--- src/rtl/mem_port_arbiter_pkg.sv ---
// Shared encodings for the MOV/MOC port arbiter: access sizes, FSM states,
// and grant owner identifiers.
package mem_port_arbiter_pkg;

  localparam logic [1:0] SZ_BYTE = 2'b00;
  localparam logic [1:0] SZ_HALF = 2'b01;
  localparam logic [1:0] SZ_WORD = 2'b10;
  localparam logic [1:0] SZ_RSVD = 2'b11;

  localparam logic OWNER_IF = 1'b0;
  localparam logic OWNER_DM = 1'b1;

  typedef enum logic [2:0] {
    ST_IDLE,
    ST_ISSUE,
    ST_WAIT_ACK,
    ST_RELEASE,
    ST_FINISH,
    ST_ERROR
  } state_t;

endpackage

--- src/rtl/mem_align_check.sv ---
// Combinational alignment check: is an access of the given size legal at
// the given low address bits.
module mem_align_check
  import mem_port_arbiter_pkg::*;
(
  input  logic [1:0] addr_lo,
  input  logic [1:0] size,
  output logic       legal
);

  // Bytes go anywhere, halfwords on even addresses, words on multiples of 4.
  always_comb begin
    legal = 1'b0;
    case (size)
      SZ_BYTE: legal = 1'b1;
      SZ_HALF: legal = ~addr_lo[0];
      SZ_WORD: legal = (addr_lo == 2'b00);
      default: legal = 1'b0;
    endcase
  end

endmodule

--- src/rtl/mem_port_arbiter.sv ---
// Arbitrates the single ram MOV/MOC port between instruction fetch (IF)
// and data memory (DM), sequences the four-phase handshake, checks
// alignment and times out a stuck MOC.
module mem_port_arbiter
  import mem_port_arbiter_pkg::*;
#(
  parameter int ADDR_W       = 32,
  parameter int DATA_W       = 32,
  parameter int TIMEOUT      = 16,
  parameter int DM_BURST_MAX = 2
) (
  input  logic              CLK,
  input  logic              CLR,
  input  logic              if_req,
  input  logic [ADDR_W-1:0] if_addr,
  output logic              if_done,
  output logic              if_err,
  input  logic              dm_req,
  input  logic              dm_rw,
  input  logic [ADDR_W-1:0] dm_addr,
  input  logic [1:0]        dm_type,
  input  logic [DATA_W-1:0] dm_wdata,
  output logic              dm_done,
  output logic              dm_err,
  output logic [DATA_W-1:0] rdata,
  output logic              mem_mov,
  output logic              mem_rw,
  output logic [ADDR_W-1:0] mem_addr,
  output logic [1:0]        mem_type,
  output logic [DATA_W-1:0] mem_wdata,
  input  logic [DATA_W-1:0] mem_rdata,
  input  logic              mem_moc,
  output logic              busy,
  output logic              owner
);

  localparam int CNT_W   = $clog2(TIMEOUT + 1);
  localparam int BURST_W = $clog2(DM_BURST_MAX + 1);
  // The ISSUE cycle counts toward the wait window, so a stuck MOC gives
  // exactly TIMEOUT cycles of MOV; the release wait uses the same limit.
  localparam logic [CNT_W-1:0]   TO_LAST   = CNT_W'(TIMEOUT - 2);
  localparam logic [BURST_W-1:0] BURST_CAP = BURST_W'(DM_BURST_MAX);

  state_t              state, state_n;
  logic [CNT_W-1:0]    cnt, cnt_n;
  logic [BURST_W-1:0]  burst, burst_n;

  logic                dm_win, if_win, grant, legal;
  logic                sel_rw;
  logic [ADDR_W-1:0]   sel_addr;
  logic [1:0]          sel_type;
  logic [DATA_W-1:0]   sel_wdata;

  mem_align_check u_align (
    .addr_lo (sel_addr[1:0]),
    .size    (sel_type),
    .legal   (legal)
  );

  // Request selection: DM wins unless IF is waiting and the DM burst is used up.
  always_comb begin
    dm_win    = dm_req && (!if_req || (burst < BURST_CAP));
    if_win    = !dm_win && if_req;
    grant     = (state == ST_IDLE) && (dm_win || if_win);
    sel_rw    = dm_win ? dm_rw    : 1'b1;
    sel_addr  = dm_win ? dm_addr  : if_addr;
    sel_type  = dm_win ? dm_type  : SZ_WORD;
    sel_wdata = dm_win ? dm_wdata : '0;
  end

  // Next-state, timeout counter and burst counter.
  always_comb begin
    state_n = state;
    cnt_n   = cnt;
    burst_n = burst;
    case (state)
      ST_IDLE: begin
        if (dm_win && if_req)     burst_n = burst + BURST_W'(1);
        else if (if_win || !if_req) burst_n = '0;
        if (grant) state_n = legal ? ST_ISSUE : ST_ERROR;
      end
      ST_ISSUE: begin
        state_n = ST_WAIT_ACK;
        cnt_n   = '0;
      end
      ST_WAIT_ACK: begin
        if (mem_moc) begin
          state_n = ST_RELEASE;
          cnt_n   = '0;
        end else if (cnt == TO_LAST) begin
          state_n = ST_ERROR;
        end else begin
          cnt_n = cnt + CNT_W'(1);
        end
      end
      ST_RELEASE: begin
        if (!mem_moc)            state_n = ST_FINISH;
        else if (cnt == TO_LAST) state_n = ST_ERROR;
        else                     cnt_n   = cnt + CNT_W'(1);
      end
      ST_FINISH: state_n = ST_IDLE;
      ST_ERROR:  state_n = ST_IDLE;
      default:   state_n = ST_IDLE;
    endcase
  end

  // FSM and counter registers.
  always_ff @(posedge CLK or negedge CLR) begin
    if (!CLR) begin
      state <= ST_IDLE;
      cnt   <= '0;
      burst <= '0;
    end else begin
      state <= state_n;
      cnt   <= cnt_n;
      burst <= burst_n;
    end
  end

  // Grant latches: owner on every grant; port values only when an access
  // is actually issued, so they hold across misaligned rejects.
  always_ff @(posedge CLK or negedge CLR) begin
    if (!CLR) begin
      owner     <= OWNER_IF;
      mem_rw    <= 1'b0;
      mem_addr  <= '0;
      mem_type  <= '0;
      mem_wdata <= '0;
      rdata     <= '0;
    end else begin
      if (grant) owner <= dm_win ? OWNER_DM : OWNER_IF;
      if (grant && legal) begin
        mem_rw    <= sel_rw;
        mem_addr  <= sel_addr;
        mem_type  <= sel_type;
        mem_wdata <= sel_wdata;
      end
      if ((state == ST_WAIT_ACK) && mem_moc && mem_rw) rdata <= mem_rdata;
    end
  end

  assign mem_mov = (state == ST_ISSUE) || (state == ST_WAIT_ACK);
  assign busy    = (state != ST_IDLE);
  assign if_done = (state == ST_FINISH) && (owner == OWNER_IF);
  assign dm_done = (state == ST_FINISH) && (owner == OWNER_DM);
  assign if_err  = (state == ST_ERROR)  && (owner == OWNER_IF);
  assign dm_err  = (state == ST_ERROR)  && (owner == OWNER_DM);

endmodule

--- config.mk ---
export PLATFORM = sky130hd
export DESIGN_NAME = mem_port_arbiter
export DESIGN_NICKNAME = d
export VERILOG_FILES = /design/src/rtl/mem_port_arbiter_pkg.sv /design/src/rtl/mem_align_check.sv /design/src/rtl/mem_port_arbiter.sv
export SDC_FILE = /design/constraint.sdc
export NUM_CORES = 1
export LEC_CHECK = 0
export ABC_AREA = 1
export CORE_ASPECT_RATIO = 0.75
export CORE_MARGIN = 10
export CORE_UTILIZATION = 44
export CTS_CLUSTER_DIAMETER = 80
export DETAILED_ROUTE_END_ITERATION = 16
export PLACE_DENSITY = 0.87
export SYNTH_ARGS = -nofsm -noshare
export SYNTH_HDL_FRONTEND = slang
export SYNTH_SLANG_ARGS = --single-unit
--- constraint.sdc ---
create_clock -name CLK -period 4.45 [get_ports CLK]
set_clock_uncertainty 0.2 [all_clocks]
set_input_delay 0.445 -clock CLK [delete_from_list [all_inputs] [get_ports CLK]]
set_output_delay 0.445 -clock CLK [all_outputs]
set_load 0.05 [all_outputs]
# == Yosys cells after proc, flatten, opt, wreduce, memory -nomap -nowiden ==
# Cells that the tools add are included.
# totals
ram_bits,0
out_inout_bits,106
latchBits,0
input_bits,136
mem_count,0
elab_cells,67
rom_bits,0
ff_bits,110
# op_classes
n_eq_ne,10
addsub,2
div_mod_pow,0
muxes,18
n_bitwise,2
order_cmp,1
multipliers,0
n_reduce_logical,25
shifts,0
# ops
op,count
$mux W32,2
$mux W3,5
$mux W5,3
$pmux W5 S3,1
$pmux W3 S4,1
$logic_and A1 B1 Y1,11
$eq A3 B2 Y1 const B,2
$eq A3 B3 Y1 const B,2
$mux W2,3
$reduce_bool A3 Y1,2
$add A5 B1 Y5 const B,1
$eq A5 B4 Y1 const B,1
$logic_not A2 Y1,2
$logic_or A1 B1 Y1,4
$ne A2 B2 Y1 const B,2
$reduce_and A2 Y1,2
$eq A3 B1 Y1 const B,1
$logic_not A3 Y1,1
$pmux W1 S3,1
$add A2 B1 Y2 const B,1
$eq A2 B1 Y1 const B,1
$eq A2 B2 Y1 const B,1
$logic_not A1 Y1,2
$lt A2 B2 Y1 const B,1
3 further kinds,5

# == Logic depth before layout (Yosys ltp) ==
# Gate-level depths: netlist of the first run.
# depth
depth_word,9
depth_mapped,11
mapped_depth_nobuf,9

# == Cells and area by module ==
# A second synthesis of the first run with hierarchy kept.
# hier_totals
hier_cells,641
hier_area_um2,4987.3
# modules_own_cells
module,cells_each,seq_area_each_um2,area_each_um2,n_inst
mem_port_arbiter,634,2752.6,4961.0,1
mem_align_check,7,0.0,26.3,1

# == Worst setup path before layout of the first run ==
# Ideal clock, no wire load.
# synth_path
path_kind,reg-to-output
start,register owner
end,output port dm_done
required_ns,3.805
slack_ns,1.924
path_buffers,0
arrival_ns,1.881
stages_incl_launch_ff,3
path_cell_list,dfrtp_1 -> inv_1 -> nor3_1
# synth_via
elab_chain_cells,1
# synth_rtl
item,line_no,source
"start, declared",mem_port_arbiter.sv:34,output logic owner
"start signal, assigned",mem_port_arbiter.sv:131,if (grant) owner <= dm_win ? OWNER_DM : OWNER_IF;
$logic_and A1 B1 Y1,mem_port_arbiter.sv:145,assign dm_done = (state == ST_FINISH) && (owner == OWNER_DM);
"end, declared",mem_port_arbiter.sv:23,"output logic dm_done,"
# Every way passes these cells.

# == Final worst setup path of the first run ==
# layout_path
start,register state[0]
end,register mem_wdata[11]
# layout_via
elab_chain_cells,3
# layout_rtl
item,line_no,source
"start, declared",mem_port_arbiter.sv:44,"state_t state, state_n;"
"start signal, assigned",mem_port_arbiter.sv:114,state <= state_n;
$logic_not A3 Y1,mem_port_arbiter.sv:64,grant = (state == ST_IDLE) && (dm_win || if_win);
$logic_and A1 B1 Y1,mem_port_arbiter.sv:64,
$logic_and A1 B1 Y1,mem_port_arbiter.sv:132,if (grant && legal) begin
"end signal, assigned",mem_port_arbiter.sv:136,mem_wdata <= sel_wdata;
"end, declared",mem_port_arbiter.sv:30,"output logic [DATA_W-1:0] mem_wdata,"
# Every way passes these cells.
# A chain may end at the register's enable or synchronous reset.

==> impl_metrics.toml, run 1 <==
[worst_setup_path]
startpoint = "state[0]"
path_max_fanout = 67
r2r-start = "state[0]"
arrival_ns = 3.03
endpoint = "mem_wdata[11]"
worstReg2RegEnd = "mem_wdata[11]"
crit_path_start_kind = "flip-flop"
path_class = "reg2reg"
cp-end-kind = "flip-flop"
r2r_cells = 7
r2r_setup_slack_ns = 1.44
crit_required_ns = 4.47

[run_status]
status = "finished, final reports clean"

[timing]
rsz0062_at_grt = "false"
fin_crit_ns = 3.01
drv_slew = 0
timing.slew.headroom = 0.196
setup_tns_ns = 0
worst_slew_pin_slew_ns = 1.20
period_share = 0.676
fmax_ghz = 0.332
hold_viol_final = 0
setup_viol = 0

[finish]
ff_latch_area_sq_um = 2750
final_cell_mix = "nand2_1, clkdlybuf4s50_1, dfrtp_1"
finalInstanceArea_sq_um = 7710
multi_input_area_sq_um = 1970
final_net_count = 929
num-fill-cells = 795
insertedDiodeCount = 0
syn_to_final_growth_pct = 54.9
drive_above_1_share = 0.0779
layout_commonest_cell = "nand2_1"

[synthesis]
syn-num-nets = 701
syn_area_sq_um = 4980
ys_seq_area_frac = 0.553
ys_ff_latch = 110
syn_area_per_cell_sq_um = 8.84
synth_cell_types = 27
synth_warnings = 0
synth_cells = 563

[global_route]
grt-busiest-layer = "met2"
met1_usage = 0.227
met3_usage = 0.0981
grtUsageMet2 = 0.344
grt_antenna_before_repair = 0
grt_pass1_vias = 4931
grt_pass1_wl_mm = 26.4
track_usage = 0.204
grt_max_degree = 77
grt_overflow = 0

[pwr]
switching_share = 0.498
power_leakage_nw = 3.70
cellPowerDensity_nw_per_um2 = 758
ir_drop_mv = 0.499
p_int_mw = 2.94
clkPwrFrac = 0.131
pwr-share-seq = 0.288
combPwrFrac = 0.580
p_sw_mw = 2.91

[clocking]
post-cts-setup-buffer-count = 0
cts_tree = "built"
clockRootBuffer = "clkbuf_16"
ctsHoldBuffers = 0
cts_max_path_buffers = 2
cts_resized = 0
clock_latency_ns = 0.34
cts_made_buffers = 9
cts_max_level = 3
clk_pin_slew_ns = 0.07
clock-sinks = 110

[route]
via_per_inst = 5.01
ant_nets = 0
via_count = 4688
drc_errors = 0
initialDrtViolationCount = 284
wl_mm = 16.6
drt_pre_antenna_iters = 5
wire_per_inst_microns = 17.7

[floorplan]
start_util = 0.453
die_y_microns = 112
die_area_sq_um = 16000
ios = 242
coreArea_sq_um = 11000
row_count = 33
die_w_microns = 143

[flow_run]
maxCapViolCount = 0

[placement]
placed_area_sq_um = 7420
gp_congestion = 0.816
dp_hpwl_mm = 12.6
port_buffers = 241

[hold_path]
hold_class = "in2async"
-- worst min path at each step --
stage | startpoint | to | slack, ns | depth (start not counted)
global placement | mem_wdata[4] | mem_wdata[4] | 0.25 | 2
floorplan | CLR | burst[0] | -0.05 | 0
global route | CLR | mem_wdata[26] | 0.12 | 1
detailed placement | mem_addr[15] | mem_addr[15] | 0.26 | 2
CTS | CLR | mem_addr[0] | 0.08 | 1
finish | CLR | mem_wdata[26] | 0.04 | 1
-- layout make-up --
type,instances,share of cell area
Sequential cell,110,0.357
Timing Repair Buffer,247,0.318
Multi-Input combinational cell,403,0.255
Clock buffer,11,0.0315
Tap cell,140,0.0227
Inverter,20,0.00974
Clock inverter,5,0.00568
-- Yosys cell counts (all sizes together) --
master,number,share of area
a21oi,4,0.0040
buf,23,0.033
clkbuf,7,0.0053
dfrtp,110,0.55
ha,2,0.0050
inv,20,0.015
mux2,32,0.072
nand2,251,0.19
nand3,72,0.073
nand3b,8,0.012
nand4,2,0.0025
nor2,14,0.011
nor3,4,0.0040
o2111ai,1,0.0018
o21a,1,0.0015
o21ai,8,0.0080
o21bai,1,0.0015
o22ai,1,0.0013
or2,1,0.0013
xor2,1,0.0018
-- critical path, stage by stage, from the launching register on --
cell	delay (ns)
dfrtp_1	0.45
nor2_1	0.20
nand2_1	0.30
nor2_4	0.15
buf_4	0.40
nand2_2	0.79
nand2_1	0.29
nand2_1	0.08
-- kinds of logic (layout without fill, tap and decap cells) --
family                   count (synthesis)  after routing  share of synthesized area
AO/OA/AOI/OAI                           16             16                     0.0181
XOR/XNOR                                 1              1                    0.00176
adder cells (fa/ha/maj)                  2              2                    0.00503
buffers and inverters                   50            283                     0.0538
flip-flops                             110            110                      0.553
multiplexers                            32             32                     0.0724
AND/OR/NAND/NOR                        352            352                      0.296
-- power groups by stage --
stage	Combinational [mW]	Sequential (mW)	Clock [mW]
finish	3.39	1.69	0.768
global route	3.58	1.74	0.837
CTS	3.42	1.68	0.793
detailed placement	3.41	1.70	0
global placement	3.34	1.67	0
floorplan	0.788	3.06	0
-- metal layers --
layer / part of all wire / vias up / wire (microns)
met2: 0.49 / 223 / 8200
li1: - / 2257 / -
met1: 0.37 / 2184 / 6060
met3: 0.12 / 24 / 2070
met4: 0.016 / 0 / 263
met5: 0 / - / 0
-- stage by stage --
step / power [mW] / utilization / instances / setup WS (ns) / hold slack, ns
2_1_floorplan: 3.85 / - / 563 / 1.92 / -0.0506
3_5_place_dp: 5.11 / 0.676 / 920 / 1.13 / 0.258
4_1_cts: 5.90 / 0.702 / 936 / 1.44 / 0.0843
3_3_place_gp: 5.01 / 0.676 / 920 / 1.36 / 0.252
6_report: 5.85 / 0.702 / 936 / 1.44 / 0.0420
5_1_grt: 6.16 / 0.702 / 936 / 1.13 / 0.121
-- flip-flops by register name, summed over array words and instances (netlist names) --
| register | flops |
|---|---|
| burst | 2 |
| cnt | 5 |
| mem_addr | 32 |
| mem_rw | 1 |
| mem_type | 2 |
| mem_wdata | 32 |
| owner | 1 |
| rdata | 32 |
| state | 3 |
(Power assumes the default switching activity.)
==> run 2: changes to the inputs <==
--- a/config.mk
+++ b/config.mk
@@ -8,10 +8,10 @@
 export ABC_AREA = 1
 export CORE_ASPECT_RATIO = 0.75
 export CORE_MARGIN = 10
-export CORE_UTILIZATION = 44
+export CORE_UTILIZATION = 37
 export CTS_CLUSTER_DIAMETER = 80
 export DETAILED_ROUTE_END_ITERATION = 16
-export PLACE_DENSITY = 0.87
+export PLACE_DENSITY = 0.78
 export SYNTH_ARGS = -nofsm -noshare
 export SYNTH_HDL_FRONTEND = slang
 export SYNTH_SLANG_ARGS = --single-unit
==> constraint.sdc (replaced) <==
create_clock -name CLK -period 2.6 [get_ports CLK]
set_clock_uncertainty 0.2 [all_clocks]
set_input_delay 0.26 -clock CLK [delete_from_list [all_inputs] [get_ports CLK]]
set_output_delay 0.26 -clock CLK [all_outputs]
set_load 0.05 [all_outputs]
==> run 2 against run 1 <==
  * Critical path depth fell by 3
  * Highest routed layer unchanged
  * Worst setup slack got worse by 1.2 ns
  * Power rose by 72%
  * Via count fell by 2.2%
  * Sequential share of layout area fell by 0.65 points
  * Clock power rose by 84%
  * Final area rose by 1.9%
  * Sequential cell count did not move
  * Hold slack improved by 0.23 ns
  * Count of clock-buffer cells in the layout fell by 1
==> impl_metrics.toml, run 2 (synthesized netlist as in run 1, its figures left out) <==
[pwr]
power_leakage_nw = 3.78
ir_drop_mv = 0.729
p_total_mw = 10.1
cellPowerDensity_nw_per_um2 = 1280

[route]
drt_pre_antenna_iters = 5
ant_nets = 0
drc_errors = 0
initialDrtViolationCount = 318
wire_per_inst_microns = 16.7
wl_mm = 16.3
via_per_inst = 4.70
via_count = 4586

[floorplan]
start_util = 0.381
die_w_microns = 154
row_count = 36
ios = 242
die_area_sq_um = 18500
die_y_microns = 120
coreArea_sq_um = 13100

[timing]
drv_slew = 0
timing.slew.headroom = 0.583
rsz0062_at_grt = "false"
whs_ns = 0.271
hold_viol_final = 0
fin_crit_ns = 2.38
worst_slew_pin_slew_ns = 0.626
setup_tns_ns = 0
fmax_ghz = 0.420
setup_viol = 0
period_share = 0.917

[placement]
port_buffers = 241
gp_congestion = 0.827
placed_area_sq_um = 7540
dp_hpwl_mm = 12.6

[global_route]
track_usage = 0.170
grt_antenna_before_repair = 0
grt_pass1_wl_mm = 25.6
grt_pass1_vias = 4567
grt_overflow = 0
grt_max_degree = 58

[clocking]
cts_max_path_buffers = 2
clock-sinks = 110
cts_tree = "built"
cts_max_level = 3
clock_latency_ns = 0.33
clk_pin_slew_ns = 0.07
clockRootBuffer = "clkbuf_16"
cts_made_buffers = 9

[hold_path]
hold_class = "in2async"

[finish]
final_cell_mix = "nand2_1, clkdlybuf4s50_1, dfrtp_1"
num-fill-cells = 1147
reg_top3 = "mem_addr x32, mem_wdata x32, rdata x32"
drive_above_1_share = 0.0871
layout_commonest_cell = "nand2_1"
final_net_count = 937
insertedDiodeCount = 0
ff_latch_area_sq_um = 2750
finalInstanceArea_sq_um = 7850
post-route-util = 0.601
multi_input_area_sq_um = 1970
syn_to_final_growth_pct = 57.8

[worst_setup_path]
slowest_stage = "clkdlybuf4s50_1"
crit_path_start_kind = "flip-flop"
crit_family = "buffers and inverters"
path_class = "reg2out"
path_cells = "inv_1 > nand3_1 > nor2_1 > clkdlybuf4s50_1"
cp-end-kind = "output pin"
arrival_ns = 1.92
crit_path_max_incr_delay_ns = 0.83
path_max_fanout = 4
path_buf_inv = 2
crit_required_ns = 2.14

[run_status]
status = "finished, final reports clean"

[flow_run]
maxCapViolCount = 0
[run 2: layer usage]
layer,global-route usage,up-vias,share of wire
met1,0.214,2091,0.44
met3,0.0878,10,0.12
met4,0.0330,0,0.0078
li1,-,2274,-
met2,0.259,211,0.44
met5,0,-,0
[run 2: cell type report]
type | instances | area share
tap | 171 | 0.0272
multi-input combinational | 403 | 0.250
sequential | 110 | 0.350
inverter | 20 | 0.00956
timing repair buffer | 255 | 0.324
clock inverter | 6 | 0.00972
clock buffer | 10 | 0.0292
[run 2: stage by stage]
step                      setup slack (ns)  cells
final                                0.216    975
after global routing                 0.120    975
after CTS                           0.0993    975
after detailed placement            0.0939    958
after global placement               0.194    958
after floorplan                      0.259    563
[run 2: final timing paths]
kind,start,endpoint,slack (ns),depth (start not counted)
setup / recovery,state[1],dm_err,0.22,4
hold / removal,CLR,mem_wdata[2],0.27,2
setup reg to reg,burst[1],mem_addr[18],0.47,10
hold reg to reg,mem_addr[13],mem_addr[13],0.27,2
max in group asynchronous,CLR,mem_wdata[5],1.27,3
min in group CLK,mem_addr[13],mem_addr[13],0.27,2
[run 2: report_power, final]
part	total [mW]	switching [mW]	internal, mW
combinational	5.79	3.88	1.92
clock	1.41	0.644	0.766
sequential	2.86	0.416	2.44
total	10.1	4.94	5.13
[run 2: worst register-to-register path: stages (launching register included)]
cell and delay, ns:
dfrtp_1 0.40, nand2_1 0.16, nand2_4 0.15, nand2_1 0.10
nand2_1 0.08, nand3_2 0.10, nand2_2 0.09, nand2_2 0.07
buf_4 0.48, nand2_1 0.14, nand2_1 0.09
[run 2: repair_timing]
item | 4_1_cts | 5_1_grt
endpoints found under the hold margin | 44 | 0
hold buffers | 1 | 0
resized for setup | 1 | 1
setup buffers | 0 | 0
setup endpoints to repair | 1 | 1
==> run 3: changes to the inputs <==
--- a/config.mk
+++ b/config.mk
@@ -10,6 +10,7 @@
 export CORE_MARGIN = 10
 export CORE_UTILIZATION = 37
 export CTS_CLUSTER_DIAMETER = 80
+export CTS_CLUSTER_SIZE = 24
 export DETAILED_ROUTE_END_ITERATION = 16
 export PLACE_DENSITY = 0.78
 export SYNTH_ARGS = -nofsm -noshare
==> results of run 3 <==
No change in the layout: final DEF, timing and power equal those of run 2.
